### src/rtl/alu_src_b_pkg.sv
// Shared select encoding for the ALU operand-B stage.
package alu_src_b_pkg;

  localparam int SEL_W = 3;

  typedef enum logic [SEL_W-1:0] {
    SEL_REG_B   = 3'd0,
    SEL_INC     = 3'd1,
    SEL_IMM_SE  = 3'd2,
    SEL_MDR     = 3'd3,
    SEL_BR_OFF  = 3'd4,
    SEL_IMM_ZE  = 3'd5,
    SEL_LUI     = 3'd6,
    SEL_ILLEGAL = 3'd7
  } sel_e;

endpackage

### src/rtl/operand_b_decode.sv
// Combinational operand-B select and extend; zero latency, no flow control.
// Code 7 yields zero data and raises err.
module operand_b_decode
  import alu_src_b_pkg::*;
#(
  parameter int WIDTH    = 32,
  parameter int IMM_W    = 16,
  parameter int PC_INC   = 4,
  parameter int BR_SHIFT = 2
) (
  input  logic [SEL_W-1:0] sel,
  input  logic [WIDTH-1:0] reg_b,
  input  logic [WIDTH-1:0] mdr,
  input  logic [IMM_W-1:0] imm,
  output logic [WIDTH-1:0] data,
  output logic             err
);

  logic [WIDTH-1:0] imm_se;
  logic [WIDTH-1:0] imm_ze;
  logic [WIDTH-1:0] imm_hi;

  assign imm_se = {{(WIDTH-IMM_W){imm[IMM_W-1]}}, imm};
  assign imm_ze = {{(WIDTH-IMM_W){1'b0}}, imm};
  assign imm_hi = {imm, {(WIDTH-IMM_W){1'b0}}};

  always_comb begin
    data = '0;
    err  = 1'b0;
    case (sel_e'(sel))
      SEL_REG_B:  data = reg_b;
      SEL_INC:    data = WIDTH'(PC_INC);
      SEL_IMM_SE: data = imm_se;
      SEL_MDR:    data = mdr;
      SEL_BR_OFF: data = imm_se << BR_SHIFT;
      SEL_IMM_ZE: data = imm_ze;
      SEL_LUI:    data = imm_hi;
      default:    err  = 1'b1;
    endcase
  end

endmodule

### src/rtl/alu_src_b_stage.sv
// Registered operand-B stage: 1-cycle latency, valid/ready with a one-entry skid.
// in_ready comes only from skid occupancy, so out_ready never reaches it combinationally.
module alu_src_b_stage
  import alu_src_b_pkg::*;
#(
  parameter int WIDTH    = 32,
  parameter int IMM_W    = 16,
  parameter int PC_INC   = 4,
  parameter int BR_SHIFT = 2
) (
  input  logic             clk,
  input  logic             reset,
  input  logic             flush,
  input  logic             in_valid,
  output logic             in_ready,
  input  logic [SEL_W-1:0] sel,
  input  logic [WIDTH-1:0] reg_b,
  input  logic [WIDTH-1:0] mdr,
  input  logic [IMM_W-1:0] imm,
  output logic             out_valid,
  input  logic             out_ready,
  output logic [WIDTH-1:0] out_data,
  output logic             out_err
);

  typedef struct packed {
    logic             err;
    logic [WIDTH-1:0] data;
  } opnd_t;

  opnd_t dec;
  opnd_t out_q;
  opnd_t skid_q;
  logic  skid_vld;
  logic  accept;
  logic  consume;

  operand_b_decode #(
    .WIDTH    (WIDTH),
    .IMM_W    (IMM_W),
    .PC_INC   (PC_INC),
    .BR_SHIFT (BR_SHIFT)
  ) u_decode (
    .sel   (sel),
    .reg_b (reg_b),
    .mdr   (mdr),
    .imm   (imm),
    .data  (dec.data),
    .err   (dec.err)
  );

  assign in_ready = ~skid_vld;
  assign accept   = in_valid & in_ready;
  assign consume  = out_valid & out_ready;

  always_ff @(posedge clk) begin
    if (reset || flush) begin
      out_valid <= 1'b0;
      out_q     <= '0;
      skid_vld  <= 1'b0;
      skid_q    <= '0;
    end else if (consume) begin
      // skid is only ever full while the output is full, and blocks accept
      if (skid_vld) begin
        out_q    <= skid_q;
        skid_vld <= 1'b0;
        skid_q   <= '0;
      end else if (accept) begin
        out_q <= dec;
      end else begin
        out_valid <= 1'b0;
      end
    end else if (accept) begin
      if (!out_valid) begin
        out_q     <= dec;
        out_valid <= 1'b1;
      end else begin
        skid_q   <= dec;
        skid_vld <= 1'b1;
      end
    end
  end

  assign out_data = out_q.data;
  assign out_err  = out_q.err;

endmodule

### config.mk
export PLATFORM = sky130hd
export DESIGN_NAME = alu_src_b_stage
export DESIGN_NICKNAME = d
export VERILOG_FILES = /design/src/rtl/alu_src_b_pkg.sv /design/src/rtl/operand_b_decode.sv /design/src/rtl/alu_src_b_stage.sv
export SDC_FILE = /design/constraint.sdc
export NUM_CORES = 1
export LEC_CHECK = 0
export CAP_MARGIN = 15
export CORE_MARGIN = 2
export CORE_UTILIZATION = 40
export DETAILED_ROUTE_END_ITERATION = 12
export PLACE_DENSITY = 0.78
export SLEW_MARGIN = 20
export SYNTH_ARGS = -nofsm -noshare
export SYNTH_HDL_FRONTEND = slang
export SYNTH_SLANG_ARGS = --single-unit
### constraint.sdc
create_clock -name clk -period 3.7 [get_ports clk]
set_input_delay 0.925 -clock clk [delete_from_list [all_inputs] [get_ports clk]]
set_output_delay 0.925 -clock clk [all_outputs]
set_load 0.01 [all_outputs]
=== After elaboration in Yosys (flattened, before gate mapping) ===
Cells that the tools add are included.
W data, S select, Z words.

* Register bits: 68
* Latch bits: 0
* RAM bits: 0
* Memory bits (read-only): 0
* Input bits: 88
* Output and inout port bits: 35
* Memories kept: 0

* $add $sub $neg: 0
* Multiply operators: 0
* Div/mod/pow operators: 0
* Magnitude comparators: 0
* Equality and inequality tests: 10
* Shifts and indexed selects: 0
* Mux-type cells: 15
* Bitwise logic cells: 3
* Reductions and logical operators: 11

{| class="wikitable"
|+ Operator list
! kind !! number
|-
| $mux W33 || 9
|-
| $pmux W32 S7 || 1
|-
| $eq A3 B3 Y1 const B || 3
|-
| $reduce_and A3 Y1 || 3
|-
| $reduce_or A7 Y1 || 1
|-
| $eq A3 B2 Y1 const B || 2
|-
| $ne A2 B2 Y1 const B || 3
|-
| $reduce_bool A2 Y1 || 3
|-
| $mux W1 || 5
|-
| $eq A3 B1 Y1 const B || 1
|-
| $logic_not A3 Y1 || 1
|-
| $and A1 B1 Y1 || 2
|-
| $ne A2 B1 Y1 const B || 1
|-
| $reduce_and A2 Y1 || 1
|-
| $reduce_or A2 Y1 || 1
|-
| $logic_or A1 B1 Y1 || 1
|-
| $not A1 Y1 || 1
|}

=== Depth between registers and ports, before layout ===
Gate-level depths: netlist of run 1.

* Depth after elaboration: 6
* Gate-level depth with buffers: 10
* Depth with buffers taken out: 7

=== Cells and area by module ===
A second synthesis of run 1 with hierarchy kept.

* Cells, all modules: 522
* Area total of the unflattened synthesis: 4,848.4 sq um

{| class="wikitable"
|+ Modules (own cells, without submodules)
! module !! instances !! cells each !! area an instance (sq um)
|-
| alu_src_b_stage || 1 || 364 || 3,492.1
|-
| operand_b_decode || 1 || 158 || 1,356.3
|}

=== Worst setup path after synthesis of run 1 ===
Ideal clock, no wire load.

* Kind: input to register
* Start point: input port out_ready
* End point: register out_q, in the netlist out_data[17]
* Library setup time: 129 ps
* Arrival time: 2,654 ps
* Required time: 3,571 ps
* Slack: 917 ps
* Stages: 9
* Buffers on the path: 3
* Cells stage by stage: buf_2 clkbuf_1 nand2_1 ha_1 o21ba_2 clkbuf_1 o21ai_0 a2111oi_0 nor2_1

* Word-level cells in the longest chain between the ends: 3

{| class="wikitable"
|+ RTL lines
! element !! RTL line !! text
|-
| start, declared || alu_src_b_stage.sv:21 || <nowiki>input logic out_ready,</nowiki>
|-
| $and A1 B1 Y1 (*) || alu_src_b_stage.sv:54 || <nowiki>assign consume = out_valid & out_ready;</nowiki>
|-
| $ne A2 B1 Y1 (no line) or $reduce_bool A2 Y1 (tied branches) || -- ||
|-
| $reduce_and A3 Y1 (no line) || -- ||
|-
| end signal, assigned || alu_src_b_stage.sv:65 || <nowiki>out_q <= skid_q;</nowiki>
|-
| end, declared || alu_src_b_stage.sv:32 || <nowiki>opnd_t out_q;</nowiki>
|}

Every way passes the cells marked *; elsewhere a longest branch is shown, timed or not.
A chain may end at the register's enable or synchronous reset.

=== Worst setup path in the final report of run 1 ===
* Start point: input port out_ready
* End point: register out_q, in the netlist out_data[6]

Same word-level chain as after synthesis.

==> metrics.txt, run 1 <==
Hold Vio Cnt, Final=0; Data required, critical path=between 3 and 4 ns; fraction of layout cells with a size suffix above 1=0.1189; Final setup viols=0; Worst Hold Class=flip-flop to flip-flop; Initial Util=0.4110; cts hold-fix bufs=0; gr usage total=0.2663; Post-Syn Instances=472; Tmin final=about 3.0 ns; maximum clock frequency=about 0.33 GHz; Slew HR=0.3109; TritonRoute pass-1 iters=7; #FFs+latches synth=about 70; vias in the first global route=about 4300; sequential element share of the synthesized area=0.3388; Setup TNS=0 ns; power share of the clock group=0.315; Psw=around 520 µW; switching portion of total power=0.3065; I/O Buffers=roughly 120; worst slew pin tran=1.033 ns; crit path kind=primary input to flip-flop; final-stage net count=between 600 and 700; Clock Pin Slew Worst Setup and Hold Paths=0.07 ns; Final Skew=approximately 0.01 ns; Max IR drop VDD=about 0.13 mV; Layout Cells excl Fill=~710; Critical-path top delay cell=clkdlybuf4s50_1; Core Util, Final=0.5588; initial antenna violation count=0; ys flop type=dfxtp_1; gp weighted congestion=0.8721; DIE WIDTH=around 100 µm; grt total ovfl=0; fin crit share=0.8196; Area growth syn-to-layout=35.94%; Max Transition Viols Final=0; Die ar.=between 0.01 and 0.015 mm²; hpwl dp=a little over 10000 µm; startpoint class of the critical path=primary input; Synth cell types=between 40 and 50; Critical Path End Type=flip-flop; Worst Path Arrival=3.30 ns; Leak=roughly 0.0018 µW; commonest cells after routing, fill and taps aside=clkdlybuf4s50_1, dfxtp_1, nor2_1, o21ai_0, a21oi_1; Buf/Inv on CP=2; fillers=about 900; Vias=around 4400; post-CTS setup buffers=0; FF+latch area=0.001361 mm²; number of enable flip-flop cells after synthesis=0; max incr delay on CP=approximately 0.53 ns; Placed Cells incl. Taps=690; clock tree from TritonCTS=built; crit path max fanout=32; pwr/cell area=approximately 310 mW/mm²; Die H=104.2 µm; first-pass GRT wire length=roughly 23000 µm; clock buffer depth=2; initial drt markers=~350; area of the multi-input gates=~0.0024 mm²; Seq pwr share=0.445; commonest non-fill, non-tap cell in the layout=clkdlybuf4s50_1; Power Internal=1185 µW; CTS root buffer=clkbuf_8; Ys Warns=0; Hold Slack=between 0.4 and 0.5 ns; Async SR Flop Fraction=0; Clk Latency, worst-skew pair=0.35 ns; floorplan row count=36; logic gate share of total power=0.240; routed wire length=around 15000 µm; pin count of the biggest net entering global routing=between 40 and 50; run status=completed; Largest delay share family, worst path=buffers and inverters; clock sinks=68; vias per cell=around 6.3; htree depth=3; number of nets still failing antenna checks after routing=0; post-CTS sizing=0; routed len/inst=about 21 µm; CORE AREA=a little under 0.01 mm²; CTS Buf Count=9; CP Cell Sequence=clkdlybuf4s50_1 > nand2_1 > ha_1 > o21ba_2 > and2_1 > buf_4 > o221ai_1 > a21oi_1; max_cap viols=0; mean cell area of the mapped netlist=roughly 8.5 µm²; RSZ-0062 raised after global routing=false; Synth Cell Area=about 0.004 mm²; antenna cell count=0; syn nets=about 560; residual DRC count=0; Ports=about 120
-- synth_stat cells, types with 2 or more instances --
library cell | n | area, µm²
a2111oi_0 | 13 | 113.9
a211oi_1 | 16 | 120.1
a21boi_0 | 29 | 217.7
a21oi_1 | 34 | 170.2
a222oi_1 | 13 | 130.1
a22o_1 | 3 | 26.28
a32o_1 | 2 | 20.02
and2_1 | 3 | 18.77
buf_2 | 24 | 120.1
buf_6 | 3 | 33.78
clkbuf_1 | 27 | 101.4
dfxtp_1 | 68 | 1361
inv_1 | 3 | 11.26
mux2_2 | 13 | 146.4
mux2i_1 | 5 | 50.05
nand2_1 | 11 | 41.29
nand2b_1 | 4 | 25.02
nand3_1 | 13 | 65.06
nand4b_1 | 2 | 17.52
nor2_1 | 52 | 195.2
nor2b_1 | 3 | 18.77
nor3b_1 | 2 | 15.01
o21ai_0 | 35 | 175.2
o221ai_1 | 29 | 254.0
o2bb2ai_1 | 29 | 254.0
o31ai_1 | 3 | 22.52
or3b_2 | 12 | 105.1
-- cell type report --
cell class,count,area share
inverters,3,0.002062
clock inverters,6,0.007789
well taps,133,0.03047
multi-input cells,347,0.4408
repair buffers,139,0.2470
clock buffers,9,0.02268
flip-flops and latches,68,0.2493
-- routing by layer --
layer / part of all wire / up-vias / track usage
li1: - / 2036 / -
met1: 0.43 / 2141 / 0.3678
met2: 0.47 / 250 / 0.4267
met3: 0.089 / 16 / 0.05702
met4: 0.012 / 0 / 0.05985
met5: 0 / - / 0
-- final timing paths --
kind | start | to | slack (ns) | depth (start not counted)
min reg2reg | skid_q[26]$_SDFFE_PP0P_ | skid_q[26]$_SDFFE_PP0P_ | 0.46 | 1
min | skid_q[26]$_SDFFE_PP0P_ | skid_q[26]$_SDFFE_PP0P_ | 0.46 | 1
max | out_ready | out_data[6]$_SDFFE_PP0P_ | 0.67 | 8
max reg2reg | out_valid$_SDFFE_PP0P_ | out_data[6]$_SDFFE_PP0P_ | 1.16 | 7
-- worst reg2reg max path: cells and delay by family, from the launching register on --
family	cells	cell delay, ns
AOI/OAI and AO/OA	3	0.85
adders and majority gates	1	0.27
buffers and inverters	1	0.36
DFF	1	0.56
and+or+nand+nor	2	0.41
-- power by group through the flow --
stage / sequential, µW / combinational (µW) / clock [µW]
after floorplan: 779 / 199 / 0
after global placement: 776 / 393 / 0
after detailed placement: 776 / 401 / 0
after CTS: 760 / 402 / 548
after global routing: 761 / 438 / 582
final: 760 / 410 / 539
-- cell families (layout without fill, tap and decap cells) --
logic type / count (synthesis) / after routing / share of synthesized area
AO/OA/AOI/OAI: 215 / 215 / 0.3949
AND/OR/NAND/NOR: 112 / 112 / 0.1458
flip-flops: 68 / 68 / 0.3388
buffers and inverters: 57 / 157 / 0.06634
multiplexers: 18 / 18 / 0.04889
adder cells (fa/ha/maj): 1 / 1 / 0.003114
XOR/XNOR: 1 / 1 / 0.002180
-- state kept, by name, indices dropped and copies added (netlist names) --
| register | cells |
|---|---|
| out_err | 1 |
| skid_vld | 1 |
| skid_q | 33 |
| out_data | 32 |
| out_valid | 1 |
-- through the flow --
stage               worst slack [ns]  total power, µW  instance area (µm²)
floorplan                     0.9175            978.3                 4018
global placement              0.4781             1170                 5289
detailed placement            0.3890             1177                 5289
CTS                           0.7471             1710                 5455
global route                  0.5776             1781                 5461
finish                        0.6673             1709                 5461
Note: power is estimated with default switching activity, not from simulation.
==> run 2: changes to the inputs <==
--- a/config.mk
+++ b/config.mk
@@ -9,7 +9,7 @@
 export CORE_MARGIN = 2
 export CORE_UTILIZATION = 40
 export DETAILED_ROUTE_END_ITERATION = 12
-export PLACE_DENSITY = 0.78
+export PLACE_DENSITY = 0.81
 export SLEW_MARGIN = 20
 export SYNTH_ARGS = -nofsm -noshare
 export SYNTH_HDL_FRONTEND = slang
==> constraint.sdc (replaced) <==
create_clock -name clk -period 2.7 [get_ports clk]
set_input_delay 0.675 -clock clk [delete_from_list [all_inputs] [get_ports clk]]
set_output_delay 0.675 -clock clk [all_outputs]
set_load 0.01 [all_outputs]
==> run 2 against run 1 <==
Effect of this change: wire length fell by 0.13%; critical path type unchanged; flip-flop and latch count stayed put; combinational power rose by 44%.
==> metrics.txt, run 2 (same netlist as run 1, synthesis figures left out) <==
Data required, critical path=between 2 and 3 ns; Placed Cells incl. Taps=707; crit path kind=primary input to flip-flop; Die ar.=roughly 0.011 mm²; Layout Cells excl Fill=723; DIE WIDTH=104.2 µm; RSZ-0062 raised after global routing=false; CTS root buffer=clkbuf_8; routed len/inst=20.14 µm; clock tree from TritonCTS=built; Tmin final=~2.5 ns; gp weighted congestion=around 0.84; dpl ws=-0.08723 ns; startpoint class of the critical path=primary input; crit path max fanout=28; Clk Latency, worst-skew pair=0.35 ns; max reg flops=33; max_cap viols=0; commonest non-fill, non-tap cell in the layout=clkdlybuf4s50_1; I/O Buffers=122; Worst Hold Class=flip-flop to flip-flop; post-CTS setup buffers=0; clock sinks=68; CORE AREA=roughly 0.0098 mm²; routed wire length=between 10000 and 15000 µm; post-CTS sizing=0; pin count of the biggest net entering global routing=39; Max IR drop VDD=between 0.2 and 0.25 mV; Area growth syn-to-layout=41.76%; Clock Pin Slew Worst Setup and Hold Paths=0.08 ns; vias per cell=6.220; Worst Path Arrival=2.79 ns; power share of the clock group=0.375; switching portion of total power=0.2743; Vias=approximately 4500; initial antenna violation count=0; number of nets still failing antenna checks after routing=0; cts hold-fix bufs=0; first-pass GRT wire length=22830 µm; clock buffer depth=2; final-stage net count=between 600 and 700; hpwl dp=between 10000 and 15000 µm; logic gate share of total power=0.227; TritonRoute pass-1 iters=6; maximum clock frequency=between 0.4 and 0.5 GHz; htree depth=3; Leak=approximately 0.0020 µW; gr usage total=0.2598; residual DRC count=0; Max Transition Viols Final=0; CP Cell Sequence=clkdlybuf4s50_1 > buf_4 > xnor2_1 > nor3_4 > o31ai_1 > a21bo_2; max incr delay on CP=0.80 ns; run status=completed; Hold Vio Cnt, Final=0; Ports=roughly 120; fraction of layout cells with a size suffix above 1=0.1458; Largest delay share family, worst path=simple AND/OR/NAND/NOR gates; Initial Util=0.4110; fin crit share=0.9257; setup ws final=0.2007 ns; Final Skew=~0.009 ns; Psw=roughly 720 µW; Most flops, register=skid_q; Final setup viols=0; worst slew pin tran=between 1 and 1.5 ns; Critical Path End Type=flip-flop; vias in the first global route=between 4000 and 5000; commonest cells after routing, fill and taps aside=clkdlybuf4s50_1, dfxtp_1, nor2_1, o21ai_0, a21oi_1; grt total ovfl=0; Seq pwr share=0.398; pwr/cell area=between 400 and 500 mW/mm²; Power Internal=about 1900 µW; Slew HR=0.3064; Hold Slack=between 0.4 and 0.5 ns; Buf/Inv on CP=2; CTS Buf Count=9; Critical-path top delay cell=nor3_4; floorplan row count=36; Die H=around 100 µm; initial drt markers=370; antenna cell count=0
## run 2: cell types whose count changed in the layout (fill, tap and decap cells not counted)
cell	before	now
clkinvlp_4	2	0
bufinv_16	0	2
inv_6	0	1
buf_12	0	4
clkinv_4	2	1
buf_2	0	1
o22ai_2	1	0
buf_4	17	30
clkinv_2	2	1
o22ai_1	0	1
clkdlybuf4s50_1	122	121
clkbuf_8	9	11
## run 2: worst register-to-register path, cell delays in order, from the launching register on
cell       delay [ns]
dfxtp_1          0.59
nand2_1          0.19
ha_1             0.24
o21ba_2          0.31
buf_12           0.15
o21ai_0          0.12
a2111oi_0        0.47
nor2_1           0.10
## run 2: power groups by stage
stage	Clock (µW)	Combinational, µW	Sequential [µW]
detailed placement	0	577	1060
CTS	990	581	1040
floorplan	0	273	1070
finish	979	592	1040
global placement	0	565	1060
global route	1030	628	1040
## run 2: final timing paths
path	startpoint	endpoint	slack, ns	cells after the start
worst max register to register	out_valid$_SDFFE_PP0P_	out_data[28]$_SDFFE_PP0P_	0.41	7
worst max-delay path	sel[1]	skid_q[25]$_SDFFE_PP0P_	0.20	6
worst min register to register	skid_q[13]$_SDFFE_PP0P_	skid_q[13]$_SDFFE_PP0P_	0.47	1
worst min-delay path	skid_q[13]$_SDFFE_PP0P_	skid_q[13]$_SDFFE_PP0P_	0.47	1
## run 2: final cells by class
| class | instances | area [µm²] |
|---|---|---|
| well taps | 133 | 166.4 |
| flip-flops and latches | 68 | 1361 |
| multi-input cells | 347 | 2401 |
| clock buffers | 11 | 151.4 |
| repair buffers | 156 | 1521 |
| clock inverters | 5 | 82.58 |
| inverters | 3 | 11.26 |
| fillers | 850 | 4079 |
## run 2: per-layer routing
metal / global-route usage / vias to the layer above / part of all wire / wire length (µm)
met5: 0 / - / 0 / 0
met4: 0.1236 / 0 / 0.042 / 614
met3: 0.07206 / 50 / 0.096 / 1404
met2: 0.4441 / 268 / 0.48 / 6923
met1: 0.2996 / 2106 / 0.39 / 5622
li1: - / 2073 / - / -
## run 2: stage by stage
step           total power [µW]  TNS, ns  utilization  area [µm²]
4_1_cts                    2611        0       0.5827        5695
6_report                   2611        0       0.5827        5695
3_5_place_dp               1640  -0.3621       0.5588        5461
2_1_floorplan              1341        0            -        4018
3_3_place_gp               1627        0       0.5588        5461
5_1_grt                    2701        0       0.5827        5695
==> run 3: changes to the inputs <==
--- a/config.mk
+++ b/config.mk
@@ -10,6 +10,7 @@
 export CORE_UTILIZATION = 40
 export DETAILED_ROUTE_END_ITERATION = 12
 export PLACE_DENSITY = 0.81
+export REMOVE_ABC_BUFFERS = 1
 export SLEW_MARGIN = 20
 export SYNTH_ARGS = -nofsm -noshare
 export SYNTH_HDL_FRONTEND = slang
==> run 3 against run 2 <==
Effect of this change: power shrank 1.3%; clock power shrank 2%; via count shrank 2.1%; wire length shrank 3.4%; core utilization shrank 0.44 points; critical path type unchanged; non-clock buffer count shrank 6; register-to-register slack gained 0.11 ns; setup slack gained 0.054 ns; critical path depth shrank 1; worst hold slack lost 0.0030 ns.
==> metrics.txt, run 3 (same netlist as run 1, synthesis figures left out) <==
first-pass GRT wire length=roughly 23000 µm; Clock Pin Slew Worst Setup and Hold Paths=roughly 0.07 ns; Leak=just under 0.002 µW; CTS root buffer=clkbuf_8; global routing's busiest layer=met2; I/O Buffers=approximately 120; TritonRoute pass-1 iters=6; Vias=between 4000 and 5000; gr usage total=0.2568; Final setup viols=0; CP Cell Sequence=clkdlybuf4s50_1 > buf_4 > nor2_1 > a222oi_1 > o2bb2ai_1; met2 Usage GRT=0.4154; Max IR drop VDD=approximately 0.28 mV; Largest delay share family, worst path=simple AND/OR/NAND/NOR gates; Data required, critical path=just under 3 ns; initial drt markers=about 500; RSZ-0062 raised after global routing=false; r2r endpoint=out_data[28]$_SDFFE_PP0P_; Die ar.=about 0.011 mm²; Critical Path End Type=flip-flop; Most flops, register=skid_q; residual DRC count=0; Initial Util=0.4110; cts hold-fix bufs=0; Final Total Pwr=around 2600 µW; worst slew pin tran=1.107 ns; run status=completed; max reg flops=33; final-stage net count=about 670; vias in the first global route=4380; Tmin final=roughly 2.4 ns; Max Transition Viols Final=0; clock buffer depth=2; floorplan row count=36; routed wire length=14070 µm; gp weighted congestion=around 0.87; pwr/cell area=about 460 mW/mm²; post-route design area=roughly 0.0057 mm²; startpoint class of the critical path=primary input; Placed Cells incl. Taps=701; Die H=104.2 µm; Setup TNS=0 ns; Ports=about 120; Critical-path top delay cell=nor2_1; hpwl dp=between 9000 and 10000 µm; Cell Area, Placed=0.005429 mm²; grt total ovfl=0; Final Skew=0.007420 ns; crit path max fanout=15; DIE WIDTH=104.2 µm; CTS Buf Count=9; max incr delay on CP=about 0.85 ns; antenna cell count=0; Worst Hold Class=flip-flop to flip-flop; post-CTS setup buffers=0; Buf/Inv on CP=2; clock tree from TritonCTS=built; Area growth syn-to-layout=40.70%; commonest non-fill, non-tap cell in the layout=clkdlybuf4s50_1; hold path depth=1; maximum clock frequency=0.4089 GHz; routed len/inst=19.62 µm; Worst Path Arrival=2.72 ns; initial antenna violation count=0; GR Layer Usage met1=0.3328; Hold Vio Cnt, Final=0; clock sinks=68; vias per cell=about 6.1; hold endpoint=skid_q[18]$_SDFFE_PP0P_; number of nets still failing antenna checks after routing=0; worst flop-to-flop path startpoint=out_valid$_SDFFE_PP0P_; commonest cells after routing, fill and taps aside=clkdlybuf4s50_1, dfxtp_1, nor2_1, o21ai_0, a21oi_1; worst hold start=skid_q[18]$_SDFFE_PP0P_; R2R depth=7; htree depth=3; dpl ws=-0.01363 ns; setup ws final=about 0.25 ns; crit path kind=primary input to flip-flop; fraction of layout cells with a size suffix above 1=0.1370; pin count of the biggest net entering global routing=43; CORE AREA=approximately 0.01 mm²; fin crit share=0.9057; Worst R2R Setup Slack=roughly 0.52 ns; post-CTS sizing=0; Clk Latency, worst-skew pair=0.36 ns; GR met3 Demand/Resource=0.06328; Layout Cells excl Fill=just over 700; max_cap viols=0; Slew HR=0.2590
[run 3: cell types whose count changed in the layout (fill, tap and decap cells not counted), sizes merged]
cell / delta
clkinv: +2
clkbuf: -2
buf: -6
[run 3: cell type report]
class                      count  area [µm²]
timing repair buffer         150        1489
multi-input combinational    347        2401
sequential                    68        1361
fill                         891        4121
inverter                       3       11.26
tap                          133       166.4
clock inverter                 7       100.1
clock buffer                   9       123.9
[run 3: worst register-to-register path, delay by kind of cell, from the launching register on]
kind | cells | cell delay (ns)
adder cells (fa/ha/maj) | 1 | 0.23
AO/OA/AOI/OAI | 3 | 0.84
flip-flops | 1 | 0.55
AND/OR/NAND/NOR | 2 | 0.27
buffers and inverters | 1 | 0.17
[run 3: worst max-delay path by stage]
stage                          startpoint                   endpoint  slack [ns]  cells past startpoint
finish                             sel[1]     skid_q[9]$_SDFFE_PP0P_        0.25                      5
global route                       sel[1]  out_data[30]$_SDFFE_PP0P_        0.16                      6
CTS                                sel[1]  out_data[30]$_SDFFE_PP0P_        0.32                      6
detailed placement                 sel[1]  out_data[30]$_SDFFE_PP0P_       -0.01                      6
global placement                   sel[1]    skid_q[11]$_SDFFE_PP0P_        0.05                      7
floorplan           skid_vld$_SDFFE_PP0P_    skid_q[25]$_SDFFE_PP0P_       -0.14                      6
[run 3: where the power goes]
group          internal [µW]  leakage [µW]  switching, µW
logic                    292       0.00127            285
clock network            526      0.000114            434
registers               1020      0.000550           16.8
total                   1840       0.00193            736
[run 3: per-layer routing]
layer | share of wire | wire [µm]
met5 | 0 | 0
met4 | 0.024 | 332
met3 | 0.088 | 1237
met2 | 0.47 | 6638
met1 | 0.42 | 5861
[run 3: stage by stage]
stage / hold WS, ns / util
after floorplan: 0.4269 / -
after global placement: 0.4386 / 0.5554
after detailed placement: 0.4445 / 0.5554
after CTS: 0.4617 / 0.5783
after global routing: 0.4746 / 0.5783
final: 0.4624 / 0.5783
